File: src/rtl/booth_radix4.sv
// booth_radix4: sequential signed radix-4 Booth multiplier, operands strobed serially on one bus.
// Optional BOOTH_GET_SYNC_EN inserts a 2-flop synchronizer on get ahead of the edge detector.
module booth_radix4 #(
    parameter int WIDTH = 8
) (
    input  logic               clk,
    input  logic               rst,
    input  logic [WIDTH-1:0]   in,
    input  logic               start,
    input  logic               get,
    output logic               ready,
    output logic [2*WIDTH-1:0] out
);
    localparam int CW = $clog2(WIDTH/2+1);
    typedef enum logic [2:0] {IDLE, LOAD_A, LOAD_B, CALC, DONE} state_t;
    state_t             state_q, state_d;
    logic [WIDTH-1:0]   m_q, m_d, q_q, q_d;
    logic [WIDTH+1:0]   acc_q, acc_d;
    logic               qm1_q, qm1_d, get_q, ready_q, ready_d, get_s, cap;
    logic [CW-1:0]      cnt_q, cnt_d;
    logic [2*WIDTH-1:0] out_q, out_d;
    logic [WIDTH+1:0]   m_ext, addend, sum;
    logic [2:0]         sel;
    logic signed [2*WIDTH+2:0] sh;
`ifdef BOOTH_GET_SYNC_EN
    logic [1:0] sync_q;
    always_ff @(posedge clk or negedge rst)
        if (!rst) sync_q <= '0;
        else      sync_q <= {sync_q[0], get};
    assign get_s = sync_q[1];
`else
    assign get_s = get;
`endif
    assign cap    = get_s & ~get_q;
    assign sel    = {q_q[1:0], qm1_q};
    assign m_ext  = {{2{m_q[WIDTH-1]}}, m_q};
    assign addend = (sel == 3'b001 || sel == 3'b010) ? m_ext :
                    (sel == 3'b011)                  ? m_ext << 1 :
                    (sel == 3'b100)                  ? -(m_ext << 1) :
                    (sel == 3'b101 || sel == 3'b110) ? -m_ext : '0;
    assign sum    = acc_q + addend;
    // {acc,Q,q_m1} shifted as one signed word; acc's two guard bits keep -2^(W-1)^2 exact
    assign sh     = $signed({sum, q_q, qm1_q}) >>> 2;
    assign ready  = ready_q;
    assign out    = out_q;
    always_comb begin
        state_d = state_q;
        m_d     = m_q;
        q_d     = q_q;
        acc_d   = acc_q;
        qm1_d   = qm1_q;
        cnt_d   = cnt_q;
        ready_d = ready_q;
        out_d   = out_q;
        if (start && state_q != IDLE) begin
            state_d = LOAD_A;
            ready_d = 1'b0;
        end else begin
            case (state_q)
                IDLE:   if (start) state_d = LOAD_A;
                LOAD_A: if (cap) begin
                    m_d     = in;
                    state_d = LOAD_B;
                end
                LOAD_B: if (cap) begin
                    q_d     = in;
                    acc_d   = '0;
                    qm1_d   = 1'b0;
                    cnt_d   = '0;
                    state_d = CALC;
                end
                CALC: begin
                    acc_d = sh[2*WIDTH+2:WIDTH+1];
                    q_d   = sh[WIDTH:1];
                    qm1_d = sh[0];
                    cnt_d = cnt_q + CW'(1);
                    if (cnt_q == CW'(WIDTH/2-1)) begin
                        out_d   = sh[2*WIDTH:1];
                        state_d = DONE;
                    end
                end
                DONE: begin
                    ready_d = ~cap;
                    if (cap) begin
                        m_d     = in;
                        state_d = LOAD_B;
                    end
                end
                default: state_d = IDLE;
            endcase
        end
    end
    always_ff @(posedge clk or negedge rst) begin
        if (!rst) begin
            state_q <= IDLE;
            m_q     <= '0;
            q_q     <= '0;
            acc_q   <= '0;
            qm1_q   <= 1'b0;
            cnt_q   <= '0;
            get_q   <= 1'b0;
            ready_q <= 1'b0;
            out_q   <= '0;
        end else begin
            state_q <= state_d;
            m_q     <= m_d;
            q_q     <= q_d;
            acc_q   <= acc_d;
            qm1_q   <= qm1_d;
            cnt_q   <= cnt_d;
            get_q   <= get_s;
            ready_q <= ready_d;
            out_q   <= out_d;
        end
    end
endmodule

File: config.mk
export PLATFORM = sky130hd
export DESIGN_NAME = booth_radix4
export DESIGN_NICKNAME = d
export VERILOG_FILES = /design/src/rtl/booth_radix4.sv
export SDC_FILE = /design/constraint.sdc
export NUM_CORES = 1
export LEC_CHECK = 0
export BUFFER_PORTS_ARGS = -buffer_cell sky130_fd_sc_hd__buf_4
export CORE_MARGIN = 2
export CORE_UTILIZATION = 53
export DETAILED_ROUTE_END_ITERATION = 12
export GPL_ROUTABILITY_DRIVEN = 1
export HOLD_SLACK_MARGIN = 0.02
export PLACE_DENSITY = 0.83
export SLEW_MARGIN = 20
export SYNTH_ARGS = -nofsm -noshare
export SYNTH_HDL_FRONTEND = slang
export SYNTH_SLANG_ARGS = --single-unit
File: constraint.sdc
create_clock -name clk -period 3.4 [get_ports clk]
set_clock_uncertainty 0.1 [all_clocks]
set_input_delay 0.85 -clock clk [delete_from_list [all_inputs] [get_ports clk]]
set_output_delay 0.85 -clock clk [all_outputs]
set_load 0.1 [all_outputs]
==> impl_metrics.json <==
{
  "status": "finished, final reports clean",
  "tns_ns": 0,
  "cp_cell_sequence": "inv_2 > ha_4 > xor2_2 > nor2_1 > o21ai_0 > o21ai_0 > a22o_1 > ha_1 > nor2b_1 > o21ai_0 > nand2b_1 > a211o_1 > a21oi_2 > mux2i_1 > o211ai_1",
  "grt_first_pass_wirelength_um": 11300,
  "reg2reg_setup_slack_ns": 0.23,
  "drt_pass1_iterations": 7,
  "clockRootBuffer": "clkbuf_8",
  "htreeDepth": 2,
  "peakVddDrop_mv": 0.717,
  "grt_max_degree": 50,
  "synth-main-ff-cell": "dfrtp_1",
  "min_period_over_period_pct": 93.4,
  "post_drt_wl_per_cell_um": 15.7,
  "min_to": "out[8]",
  "synth_edf_count": 0,
  "nNetsFinal": 375,
  "cts_tree": "built",
  "use_met3_pct": 4.20,
  "drtAntennaViolNets": 0,
  "clock_path_buffers": 2,
  "cts_buffers": 5,
  "hpwl_um": 5010,
  "drt-vias-per-instance": 5.68,
  "die_w_um": 79.0,
  "cp_max_fo": 4,
  "met1_usage_pct": 32.1,
  "syn_avg_cell_area_um2": 9.32,
  "async_flop_share_pct": 100,
  "io_buffers": 28,
  "worst-path-buf-inv": 1,
  "fp-row-count": 27,
  "ys_top_cells_by_count": "49 x dfrtp_1, 33 x nand2_1, 33 x o21ai_0",
  "yosysUniqueCellTypes": 47,
  "io_pins": 29,
  "critPathArrivalTime_ns": 3.26,
  "path_common_cell": "o21ai_0",
  "vias": 2402,
  "top_usage_layer": "met2",
  "min_path_cells": 2,
  "final_hold_viol_count": 0,
  "drtIter0Drc": 142,
  "reg2reg_depth": 15,
  "worst_slew_pin_slew_ns": 0.606,
  "cp-start-kind": "flop",
  "antenna_found_initial": 0,
  "timing.hold.ws_ns": 0.401,
  "max_slew_margin_pct": 59.6,
  "cts_hold_buf": 0,
  "yosysTopAreaCellShare_pct": 41.1,
  "gr-total-overflow": 0,
  "synth_nets": 345,
  "rsz0062_at_grt": "no",
  "r2r_start": "m_q[0]",
  "core_area_um2": 5470,
  "setup_viol": 0,
  "path_class": "reg -> reg",
  "die_area_um2": 6240,
  "maxCapViolCount": 0,
  "p_leak_nw": 1.61,
  "max_stage_delay_ns": 0.40,
  "insertedDiodeCount": 0,
  "slew_violations": 0,
  "end_kind": "flop",
  "layout_min_cycle_time_ns": 3.17,
  "syn_to_final_growth_pct": 15.4,
  "worstReg2RegEnd": "out[14]",
  "yosys.area.top_type": "dfrtp_1",
  "grtUsageMet2_pct": 37.5,
  "seq_area_frac_synth_pct": 41.1,
  "clock.fmax_mhz": 315,
  "crit_family": "compound AO/OA/AOI/OAI gates",
  "synth_area_leaders": "dfrtp_1 41%, mux2_2 7.9%, o21ai_0 5.5%",
  "fillers": 474,
  "crit_required_ns": 3.48,
  "synth.most_common_cell": "dfrtp_1",
  "hp-class": "reg -> reg",
  "crit_slowest_cell": "dfrtp_1",
  "ys_ff_latch": 49,
  "clk_latency_ns": 0.31,
  "drive_gt1_share_pct": 24.8,
  "p_per_area_nw_per_um2": 1030,
  "syn_area_um2": 2980,
  "drc": 0,
  "wl_um": 6640,
  "die_h_um": 79.0,
  "grt_pass1_vias": 2352,
  "start_util_pct": 54.5,
  "track_usage_pct": 23.5,
  "clk_pin_slew_ns": 0.09,
  "worstHoldStart": "out[8]",
  "syn_inst": 320,
  "ys.warnings.count": 0,
  "clock_sinks": 49,
  "place_congestion": 0.903
}
-- report_power, final --
| part | leakage [nW] | internal [mW] | switching [mW] |
|---|---|---|---|
| registers | 0.627 | 0.774 | 0.204 |
| clock network | 0.0518 | 0.169 | 0.205 |
| logic | 0.931 | 0.815 | 1.37 |
| total | 1.61 | 1.76 | 1.78 |
-- per-stage QoR --
| step | power, mW | worst slack [ns] | cells | cell area, µm² | utilization, % |
|---|---|---|---|---|---|
| global route | 3.81 | 0.00349 | 423 | 3440 | 62.9 |
| detailed placement | 3.08 | 0.0889 | 414 | 3290 | 60.2 |
| CTS | 3.48 | 0.0659 | 422 | 3390 | 62.0 |
| floorplan | 2.54 | 0.248 | 320 | 2980 | - |
| finish | 3.53 | 0.226 | 423 | 3440 | 62.9 |
| global placement | 3.04 | 0.229 | 414 | 3290 | 60.2 |
-- how the worst max path moves through the flow --
stage	startpoint	endpoint	slack [ns]	cells after the start
2_1_floorplan	m_q[0]	acc_q[8]	0.25	17
3_3_place_gp	m_q[0]	out[14]	0.23	15
3_5_place_dp	m_q[0]	acc_q[8]	0.09	17
4_1_cts	m_q[0]	acc_q[8]	0.07	17
5_1_grt	m_q[2]	acc_q[8]	0.003	14
6_report	m_q[0]	out[14]	0.23	15
-- cells in the final DEF, fill, tap and decap left out, types with 5 or more instances in the layout --
cell type / netlist / routed
a21oi_1: 21 / 19
a22o_1: 8 / 8
buf_4: 0 / 40
clkbuf_8: 0 / 6
dfrtp_1: 49 / 46
ha_1: 12 / 11
inv_1: 11 / 9
mux2_2: 21 / 21
mux2i_1: 10 / 10
nand2_1: 33 / 33
nand2b_1: 5 / 5
nand3_1: 8 / 8
nor2_1: 27 / 26
nor2b_1: 6 / 6
nor3_1: 8 / 8
o21ai_0: 33 / 30
xnor2_1: 7 / 7
-- state kept, by name (all words and copies together), names as in the netlist --
signal / cells
get_q: 1
acc_q: 8
state_q: 3
cnt_q: 3
out: 16
q_q: 8
qm1_q: 1
m_q: 8
ready: 1
-- worst min-delay path, stage by stage, from the launching register on --
cell and delay (ns):
dfrtp_1 0.36, nand2_1 0.05, o21ai_0 0.06
-- layer usage --
metal / share of wire [%] / up-vias / routed length, µm
met5: 0 / - / 0
met1: 46 / 1153 / 3060
met4: 1.6 / 0 / 107
met2: 48 / 43 / 3210
li1: - / 1196 / -
met3: 3.9 / 10 / 260
-- final cells by class --
cell class / instances / area, µm² / area share (%)
Timing Repair Buffer: 40 / 300 / 8.72
Inverter: 11 / 41.3 / 1.20
Clock buffer: 6 / 82.6 / 2.40
Clock inverter: 2 / 17.5 / 0.509
Sequential cell: 49 / 1230 / 35.7
Multi-Input combinational cell: 243 / 1680 / 48.8
Tap cell: 72 / 90.1 / 2.62
-- repair_timing --
action                     in CTS  in global routing
buffers inserted                0                  1
setup endpoints to repair       0                  6
gates resized for setup         0                 15
-- cell families after synthesis --
group / after synthesis / synth area share (%)
buffers and inverters: 28 / 3.73
and+or+nand+nor: 98 / 15.9
DFF: 49 / 41.1
AOI/OAI and AO/OA: 88 / 18.4
adders and majority gates: 14 / 6.04
xor gates and xnor gates: 12 / 3.52
muxes: 31 / 11.3
No activity file was read; power rests on OpenSTA's default activity.
